[src/rtl/pb_gesture_decoder_pkg.sv]
// Shared types and helpers for the push-button gesture decoder.
package pb_gesture_pkg;

  typedef enum logic [2:0] {
    IDLE,
    FIRST_DOWN,
    WAIT_SECOND,
    SECOND_DOWN,
    LONG_HELD
  } gesture_state_t;

  function automatic int max3(input int a, input int b, input int c);
    int m;
    m = (a > b) ? a : b;
    return (m > c) ? m : c;
  endfunction

endpackage

[src/rtl/pb_gesture_decoder_timer.sv]
// Shared up-counting cycle timer; clear wins over enable and the count never wraps
// in use because the controller clears it on every terminal compare.
module gesture_timer #(
  parameter int WIDTH = 8
) (
  input  logic             clk,
  input  logic             rst,
  input  logic             clear,
  input  logic             enable,
  output logic [WIDTH-1:0] count
);

  always_ff @(posedge clk) begin
    if (rst) begin
      count <= '0;
    end else if (clear) begin
      count <= '0;
    end else if (enable) begin
      count <= count + WIDTH'(1);
    end
  end

endmodule

[src/rtl/pb_gesture_decoder.sv]
// Classifies debounced press/release pulses into click, double-click, long-press
// and auto-repeat pulses.
//
//   state       | meaning
//   IDLE        | no button activity in progress
//   FIRST_DOWN  | first press held, timing towards long press
//   WAIT_SECOND | first press released, timing the double-click gap
//   SECOND_DOWN | second press held, double click on release
//   LONG_HELD   | long press held, emitting periodic repeat ticks
module pb_gesture_decoder
  import pb_gesture_pkg::*;
#(
  parameter int LONG_CYCLES   = 1000,
  parameter int GAP_CYCLES    = 250,
  parameter int REPEAT_CYCLES = 100,
  parameter int CNT_WIDTH     = $clog2(max3(LONG_CYCLES, GAP_CYCLES, REPEAT_CYCLES))
) (
  input  logic clk,
  input  logic rst,
  input  logic pressed_pulse,
  input  logic released_pulse,
  output logic single_click,
  output logic double_click,
  output logic long_press,
  output logic repeat_tick,
  output logic busy
);

  localparam logic [CNT_WIDTH-1:0] LONG_LAST   = CNT_WIDTH'(LONG_CYCLES - 1);
  localparam logic [CNT_WIDTH-1:0] GAP_LAST    = CNT_WIDTH'(GAP_CYCLES - 1);
  localparam logic [CNT_WIDTH-1:0] REPEAT_LAST = CNT_WIDTH'(REPEAT_CYCLES - 1);

  gesture_state_t       state;
  gesture_state_t       state_nxt;
  logic [CNT_WIDTH-1:0] count;
  logic                 timer_clear;
  logic                 timer_en;
  logic                 press_ev;
  logic                 release_ev;
  logic                 fire_single;
  logic                 fire_double;
  logic                 fire_long;
  logic                 fire_repeat;

  // A simultaneous press and release is treated as a release alone.
  assign press_ev   = pressed_pulse & ~released_pulse;
  assign release_ev = released_pulse;

  gesture_timer #(
    .WIDTH(CNT_WIDTH)
  ) u_timer (
    .clk   (clk),
    .rst   (rst),
    .clear (timer_clear),
    .enable(timer_en),
    .count (count)
  );

  always_comb begin
    state_nxt   = state;
    timer_clear = 1'b0;
    timer_en    = 1'b0;
    fire_single = 1'b0;
    fire_double = 1'b0;
    fire_long   = 1'b0;
    fire_repeat = 1'b0;
    case (state)
      IDLE: begin
        timer_clear = 1'b1;
        if (press_ev) state_nxt = FIRST_DOWN;
      end
      FIRST_DOWN: begin
        timer_en = 1'b1;
        if (release_ev) begin
          state_nxt   = WAIT_SECOND;
          timer_clear = 1'b1;
        end else if (count == LONG_LAST) begin
          state_nxt   = LONG_HELD;
          fire_long   = 1'b1;
          timer_clear = 1'b1;
        end
      end
      WAIT_SECOND: begin
        timer_en = 1'b1;
        if (press_ev) begin
          state_nxt   = SECOND_DOWN;
          timer_clear = 1'b1;
        end else if (count == GAP_LAST) begin
          state_nxt   = IDLE;
          fire_single = 1'b1;
          timer_clear = 1'b1;
        end
      end
      SECOND_DOWN: begin
        timer_clear = 1'b1;
        if (release_ev) begin
          state_nxt   = IDLE;
          fire_double = 1'b1;
        end
      end
      LONG_HELD: begin
        timer_en = 1'b1;
        if (release_ev) begin
          state_nxt   = IDLE;
          timer_clear = 1'b1;
        end else if (count == REPEAT_LAST) begin
          fire_repeat = 1'b1;
          timer_clear = 1'b1;
        end
      end
      default: begin
        state_nxt   = IDLE;
        timer_clear = 1'b1;
      end
    endcase
  end

  always_ff @(posedge clk) begin
    if (rst) begin
      state        <= IDLE;
      busy         <= 1'b0;
      single_click <= 1'b0;
      double_click <= 1'b0;
      long_press   <= 1'b0;
      repeat_tick  <= 1'b0;
    end else begin
      state        <= state_nxt;
      busy         <= (state_nxt != IDLE);
      single_click <= fire_single;
      double_click <= fire_double;
      long_press   <= fire_long;
      repeat_tick  <= fire_repeat;
    end
  end

endmodule

[config.mk]
export PLATFORM = sky130hd
export DESIGN_NAME = pb_gesture_decoder
export DESIGN_NICKNAME = d
export VERILOG_FILES = /design/src/rtl/pb_gesture_decoder_pkg.sv /design/src/rtl/pb_gesture_decoder_timer.sv /design/src/rtl/pb_gesture_decoder.sv
export SDC_FILE = /design/constraint.sdc
export NUM_CORES = 1
export LEC_CHECK = 0
export ABC_AREA = 1
export CAP_MARGIN = 20
export CORE_MARGIN = 8
export CORE_UTILIZATION = 30
export CTS_CLUSTER_SIZE = 24
export DETAILED_ROUTE_END_ITERATION = 16
export PLACE_DENSITY = 0.56
export SETUP_SLACK_MARGIN = 0.5
export SYNTH_ARGS = -nofsm -noshare
export SYNTH_HDL_FRONTEND = slang
export SYNTH_SLANG_ARGS = --single-unit
[constraint.sdc]
create_clock -name clk -period 2.1 [get_ports clk]
set_input_delay 0.315 -clock clk [delete_from_list [all_inputs] [get_ports clk]]
set_output_delay 0.315 -clock clk [all_outputs]
set_load 0.05 [all_outputs]
# Word level (Yosys, flattened, before mapping)
# Cells that the tools add are included.
# totals
regBits	18
input_bits	4
# op_classes
bitwise_logic	6
addsub	1
eq_ne	7
n_reduce_logical	9
mux	16
# op_table
op	count
3-bit 2-to-1 mux	6
3-bit case mux with 4 select lines	1
3-bit OR reduction	4
10-bit by 1-bit adder with 10-bit output (second input constant)	1
10-bit equality test (second input constant)	1
10-bit by 7-bit equality test with 1-bit output (second input constant)	1
10-bit by 8-bit equality test with 1-bit output (second input constant)	1
1-bit 2-to-1 mux	8
3-bit by 2-bit equality test with 1-bit output (second input constant)	2
2-bit OR reduction	3
1-bit NOT	5
3-bit by 1-bit equality test with 1-bit output (second input constant)	1
3-bit equality test (second input constant)	1
3-bit zero test	1
1-bit case mux with 3 select lines	1
3-bit nonzero test	1
1-bit bitwise AND	1

# Logic depth before layout (Yosys ltp)
# Gate-level depths: netlist of the first run.
# depth
word_depth	5
depth_mapped	9
ltp_nobuf	9

# Modules after synthesis
# A second synthesis of the first run with hierarchy kept.
# hier_totals
cells_unflattened	154
hier_area_um2	975.9
# by_module_without_submodules
mod	cells_each	area_per_inst_um2	n_inst	seq_area_each_um2
pb_gesture_decoder	87	509.2	1	160.2
gesture_timer	67	466.7	1	200.2

# Worst setup path after synthesis of the first run
# No wires, ideal clock.
# synth_path
path_type	reg2reg
start	register u_timer.count[0]
end	register u_timer.count[9]
path_buffers	1
arrival_time_ns	1.340
stages_incl_launch_ff	10
path_slack_ns	0.644
period_less_slack_ns	1.456
path_cell_list	dfxtp_1 > ha_1 > buf_2 > nand3_1 > nor2_1 > nand2_1 > nand3_1 > nand2_1 > nand2_4 > nor2_2
# synth_via
elab_chain_len	5
# synth_lines
item	line_no	source
start, declared	pb_gesture_decoder_timer.sv:10	output logic [WIDTH-1:0] count
start signal, assigned	pb_gesture_decoder_timer.sv:19	count <= count + WIDTH'(1);
10-bit by 7-bit equality test with 1-bit output, or another cell as far along	pb_gesture_decoder.sv:106	end else if (count == REPEAT_LAST) begin
1-bit 2-to-1 mux (on tied branches)	pb_gesture_decoder.sv:106, pb_gesture_decoder.sv:77, pb_gesture_decoder.sv:88	
1-bit 2-to-1 mux (on tied branches)	pb_gesture_decoder.sv:103, pb_gesture_decoder.sv:74, pb_gesture_decoder.sv:85	
1-bit case mux with 3 select lines	pb_gesture_decoder.sv:67	case (state)
2-bit OR reduction (no source line)	-	
# Parallel ways exist; a longest one is shown, timed or not.
# A chain may end at the register's enable or synchronous reset.

# Final worst setup path of the first run
# layout_path
start	input released_pulse
end	register u_timer.count[9]
# layout_via
elab_chain_len	5
# layout_lines
item	line_no	source
start, declared	pb_gesture_decoder.sv:21	input logic released_pulse,
1-bit NOT	pb_gesture_decoder.sv:46	assign press_ev = pressed_pulse & ~released_pulse;
1-bit bitwise AND	pb_gesture_decoder.sv:46	
1-bit 2-to-1 mux	pb_gesture_decoder.sv:85	if (press_ev) begin
1-bit case mux with 3 select lines (*)	pb_gesture_decoder.sv:67	
2-bit OR reduction (no source line) (*)	-	
# Mark *: on every way between the ends. The rest lies on a longest branch, timed or not.

==> results of run 1 <==
==> where the power goes <==
group,switching (mW),internal (mW)
logic,0.0599,0.0255
registers,0.00416,0.347
clock network,0.122,0.167
total,0.186,0.539
==> repair_timing <==
action | CTS | global route
gates resized for setup | 5 | 1
hold endpoints to repair | 0 | 0
setup endpoints to repair | 5 | 8
pin swaps | 0 | 0
==> cell usage in the layout, fill, tap and decap left out, drive strengths merged <==
master | netlist | final
nand2 | 44 | 44
nor2 | 38 | 38
inv | 31 | 31
nand3 | 19 | 19
dfxtp | 18 | 18
a21oi | 9 | 9
nand4 | 7 | 7
nor3 | 6 | 6
dlygate4sd2 | 0 | 5
o21ai | 4 | 4
clkbuf | 0 | 4
clkdlybuf4s50 | 0 | 3
buf | 2 | 2
ha | 2 | 2
xor2 | 1 | 1
==> path summary, 6_finish.rpt <==
| check | from | cells after the start | slack (ns) | end |
|---|---|---|---|---|
| worst max-delay path | released_pulse | 7 | 0.66 | u_timer.count[9] |
| worst min-delay path | state[0] | 2 | 0.55 | double_click |
| worst max register to register | u_timer.count[1] | 8 | 0.67 | u_timer.count[9] |
| worst min register to register | state[0] | 2 | 0.55 | double_click |
==> flip-flops by register name (all words and copies together) (netlist names) <==
| signal | count |
|---|---|
| u_timer.count | 10 |
| state | 3 |
| busy | 1 |
| double_click | 1 |
| long_press | 1 |
| repeat_tick | 1 |
| single_click | 1 |
==> layer usage <==
layer,vias up,part of all wire,GRT usage
met4,0,0.0052,0.0415
met1,452,0.51,0.110
met3,2,0.019,0.0127
li1,594,-,-
met5,-,0,0
met2,12,0.46,0.145
==> area by class of cell <==
cell class | count | share of cell area
Multi-Input combinational cell | 130 | 0.489
Sequential cell | 18 | 0.270
Inverter | 31 | 0.0873
Timing Repair Buffer | 10 | 0.0667
Tap cell | 48 | 0.0451
Clock buffer | 4 | 0.0413
==> per-stage QoR <==
step / area (sq um) / worst slack [ns] / std cells / hold WS [ns]
5_1_grt: 1330 / 0.525 / 241 / 0.592
6_report: 1330 / 0.663 / 241 / 0.548
2_1_floorplan: 1140 / 0.644 / 181 / 0.391
4_1_cts: 1330 / 0.625 / 241 / 0.535
3_3_place_gp: 1280 / 0.456 / 237 / 0.539
3_5_place_dp: 1280 / 0.397 / 237 / 0.524
==> worst max-delay path: stages <==
cell and delay, ns:
clkdlybuf4s50_1 0.62, inv_2 0.07, nand2_1 0.13, nand2_1 0.10, a21oi_4 0.14, nand2_4 0.13, nor2_2 0.11
==> cell families (layout without fill, tap and decap cells) <==
| logic type | count (synthesis) | after routing | share of synthesized area |
|---|---|---|---|
| and+or+nand+nor | 114 | 114 | 0.474 |
| xor gates and xnor gates | 1 | 1 | 0.00769 |
| buffers and inverters | 33 | 45 | 0.113 |
| AOI/OAI and AO/OA | 13 | 13 | 0.0670 |
| adders and majority gates | 2 | 2 | 0.0220 |
| DFF | 18 | 18 | 0.316 |
==> run metrics, run 1 <==
status=finished, final reports clean; setup violators final=0; Most used DFF post-synth=dfxtp_1; largest cells by area after synthesis=dfxtp_1 (32%), nand2_1 (13%), nor2_1 (9.9%), inv_1 (9.6%), nand3_1 (7.5%); setup TNS=0 ns; share of cells above drive strength 1=0.124; kind of critical path=in2reg; Core Area=0.00366 sq mm; Util after Layout=0.364; # hold bufs at CTS=0; post-DP HPWL=1.92 mm; pwr/cell area=544 mW/mm^2; Max Clock Freq=696 MHz; vias=1060; Yosys top cell area share=0.316; most frequent cell after synthesis=nand2_1; initial antenna violation count=0; Hold Path Class=reg2reg; #FFs+latches synth=18; n_diodes=0; storage element area=360 sq um; Cells after Synth=181; total I/O pin count=9; routed vias/inst=4.40; Post-Syn Area per Cell=6.29 sq um; Async SR Flop Fraction=0; P&R area growth vs syn=17.0%; final WL=2.49 mm; syn nets=187; Netlist cell types=20; Initial Utilization=0.311; Die X=77.6 microns; Required @ worst endpoint=2.30 ns; Power Total=726 uW; VDD IR max=0.143 mV; placer congestion estimate=0.836; Yosys top cell by area=dfxtp_1; GRT overflow=0; CTS Buf Count=3; drt drc=0; first-pass GRT wire length=4.46 mm; Post-synth top cells=nand2_1 (40), nor2_1 (30), inv_1 (29), dfxtp_1 (18), nand3_1 (17); worst-margin pin slew=0.493 ns; Final #Nets=200; final period demand of the worst path=1.44 ns; CP endpoint kind=register; PortBufs=8; worst-path maximum fanout=10; Longest Clk Path Bufs=2; Startpoint Class=input port; multi-input logic area=652 sq um; sequential fraction of the synthesis area=0.316; crit path DAT=1.63 ns; clock root cell=clkbuf_8; Post-synth EDFFs=0; Worst-path clk slew=0.08 ns; H-tree levels=1; gr usage total=0.0883; final hold vios=0; RSZ-0062 raised after global routing=false; DR WL/cell=10.3 microns; Post-Syn Area=0.00114 sq mm; height of the die=77.6 microns; worst skew pair latency=0.26 ns; # clock sinks=18; slew margin rel.=0.672; post-CTS setup buffers=0; final setup skew=0.00735 ns; Leakage Power=0.594 nW; CTS tree=built; Tcrit/Tclk final=0.684; largest net degree at the start of global routing=20; starting DRC count in detailed routing=75; Final ANT Viol Nets=0; Die Area=0.00602 sq mm; number of synthesis warnings=0; row count=22; vias in the first global route=1026; max cap viols=0; DRT Pass-1 Iters=4; filler instances=411; Slew Limit Fails=0
(Power assumes the default switching activity.)
==> run 2, diff against run 1 <==
--- a/config.mk
+++ b/config.mk
@@ -11,7 +11,7 @@
 export CORE_UTILIZATION = 30
 export CTS_CLUSTER_SIZE = 24
 export DETAILED_ROUTE_END_ITERATION = 16
-export PLACE_DENSITY = 0.56
+export PLACE_DENSITY = 0.57
 export SETUP_SLACK_MARGIN = 0.5
 export SYNTH_ARGS = -nofsm -noshare
 export SYNTH_HDL_FRONTEND = slang
==> constraint.sdc (replaced) <==
create_clock -name clk -period 1.31 [get_ports clk]
set_input_delay 0.1965 -clock clk [delete_from_list [all_inputs] [get_ports clk]]
set_output_delay 0.1965 -clock clk [all_outputs]
set_load 0.05 [all_outputs]
==> run metrics, run 2 (synthesis results as in run 1) <==
final setup skew=0.00176 ns (was 0.00735 ns); Core Area=0.00366 sq mm (unchanged); Largest register FFs=10 (unchanged); Leakage Power=0.774 nW (was 0.594 nW); clock root cell=clkbuf_8 (unchanged); height of the die=77.6 microns (unchanged); drt drc=0 (unchanged); Slew Limit Fails=0 (unchanged); # clock sinks=18 (unchanged); n_diodes=0 (unchanged); worst-margin pin slew=0.204 ns (was 0.493 ns); Longest Clk Path Bufs=2 (unchanged); PortBufs=8 (unchanged); Die Area=0.00602 sq mm (unchanged); row count=22 (unchanged); DRT Pass-1 Iters=4 (unchanged); final hold vios=0 (unchanged); placed insts=248 (was 237); Util after Layout=0.499 (was 0.364); max cap viols=0 (unchanged); post-DP HPWL=1.97 mm (was 1.92 mm); vias=1211 (was 1060); vias in the first global route=1056 (was 1026); Final #Nets=221 (was 200); DR WL/cell=11.8 microns (was 10.3 microns); share of cells above drive strength 1=0.463 (was 0.124); largest net degree at the start of global routing=19 (was 20); placer congestion estimate=0.785 (was 0.836); Most flops, register=u_timer.count (unchanged); Required @ worst endpoint=1.47 ns (was 2.30 ns); CP endpoint kind=register (unchanged); Die X=77.6 microns (unchanged); pwr/cell area=698 mW/mm^2 (was 544 mW/mm^2); RSZ-0062 raised after global routing=true (was false); GRT overflow=0 (unchanged); CTS Buf Count=3 (unchanged); Startpoint Class=register (was input port); crit path DAT=1.47 ns (was 1.63 ns); Worst-path clk slew=0.07 ns (was 0.08 ns); commonest non-fill, non-tap cell in the layout=nand2_1 (unchanged); Initial Utilization=0.311 (unchanged); gr usage total=0.0968 (was 0.0883); kind of critical path=reg2reg (was in2reg); Post-Layout Cell Count=262 (was 241); status=finished with violations (was finished, final reports clean); first-pass GRT wire length=4.80 mm (was 4.46 mm); worst-path maximum fanout=4 (was 10); # hold bufs at CTS=0 (unchanged); initial antenna violation count=0 (unchanged); final WL=3.10 mm (was 2.49 mm); starting DRC count in detailed routing=106 (was 75); Hold Path Class=in2reg (was reg2reg); Final ANT Viol Nets=0 (unchanged); worst skew pair latency=0.26 ns (about the same); setup violators final=1 (was 0); Largest regs=u_timer.count x10, state x3 (unchanged); total I/O pin count=9 (unchanged); Tcrit/Tclk final=1.00; VDD IR max=0.307 mV (was 0.143 mV); CTS tree=built (unchanged); Max Clock Freq=763 MHz; failing checks=negative setup slack; final period demand of the worst path=1.31 ns; fin worst setup slack=-0.000387 ns (was 0.663 ns); H-tree levels=1 (unchanged); slew margin rel.=0.864 (was 0.672); commonest cells after routing, fill and taps aside=nand2_1 (34), inv_1 (24), nor2_1 (20) (was nand2_1 (40), nor2_1 (30), inv_1 (29)); routed vias/inst=4.62 (was 4.40); P&R area growth vs syn=60.4% (was 17.0%)
==> run 2: cell types whose count changed in the layout (fill, tap and decap cells not counted), moves of 7 or more <==
cell,previous run,this run
buf_4,2,17
dfxtp_2,0,8
nor2_4,0,7
nor2_1,30,20
dfxtp_1,18,4
==> run 2: area by class of cell <==
cell class | count | area [sq um]
Sequential cell | 18 | 393
Inverter | 31 | 126
Timing Repair Buffer | 30 | 349
Tap cell | 48 | 60.1
Multi-Input combinational cell | 131 | 843
Fill cell | 350 | 1830
Clock buffer | 4 | 55.1
==> run 2: worst paths after layout <==
check,startpoint,endpoint,slack (ns),cells after the start
worst min-delay path,released_pulse,repeat_tick,0.40,3
worst max register to register,state[0],u_timer.count[3],-0.0004,9
worst min register to register,state[1],single_click,0.57,2
worst max-delay path,state[0],u_timer.count[3],-0.0004,9
==> run 2: metal layers <==
metal | up-vias | wire, microns | track usage
met5 | - | 0 | 0
met1 | 542 | 1350 | 0.119
met3 | 9 | 87 | 0.0115
li1 | 637 | - | -
met4 | 0 | 99 | 0.0509
met2 | 23 | 1560 | 0.161
==> run 2: power by group <==
group / switching, mW / total, mW / internal, mW
clock: 0.197 / 0.465 / 0.267
sequential: 0.0155 / 0.566 / 0.550
combinational: 0.133 / 0.246 / 0.113
==> run 2: worst max-delay path, stage by stage, from the launching register on <==
cell and delay [ns]:
dfxtp_4 0.37, inv_4 0.08, nor2_4 0.04, nand2_2 0.08, nand3_4 0.15, clkbuf_16 0.19
a21oi_1 0.13, nor2_1 0.06, inv_1 0.06, nor2_2 0.04
==> run 2: metrics by stage <==
| step | setup TNS [ns] | setup WS (ns) | power (mW) | hold slack, ns | instance area, sq um |
|---|---|---|---|---|---|
| 2_1_floorplan | 0 | 0.0890 | 0.679 | 0.272 | 1170 |
| 3_3_place_gp | -0.981 | -0.0916 | 0.754 | 0.527 | 1450 |
| 3_5_place_dp | -1.32 | -0.124 | 0.753 | 0.528 | 1450 |
| 4_1_cts | 0 | 0.0117 | 1.22 | 0.402 | 1620 |
| 5_1_grt | -0.553 | -0.0717 | 1.32 | 0.426 | 1830 |
| 6_report | -0.000387 | -0.000387 | 1.28 | 0.402 | 1830 |
==> run 2: repair_timing <==
item,in CTS,in global routing
resized for setup,37,35
endpoints found under the setup margin,23,23
cloned,1,2
setup buffers,1,6
pin swaps,24,20
==> run 3, diff against run 2 <==
--- a/config.mk
+++ b/config.mk
@@ -6,6 +6,7 @@
 export NUM_CORES = 1
 export LEC_CHECK = 0
 export ABC_AREA = 1
+export ABC_CLOCK_PERIOD_IN_PS = 1310
 export CAP_MARGIN = 20
 export CORE_MARGIN = 8
 export CORE_UTILIZATION = 30
==> results of run 3 <==
Same layout as run 2: the final DEF is identical, and so are final timing and power.
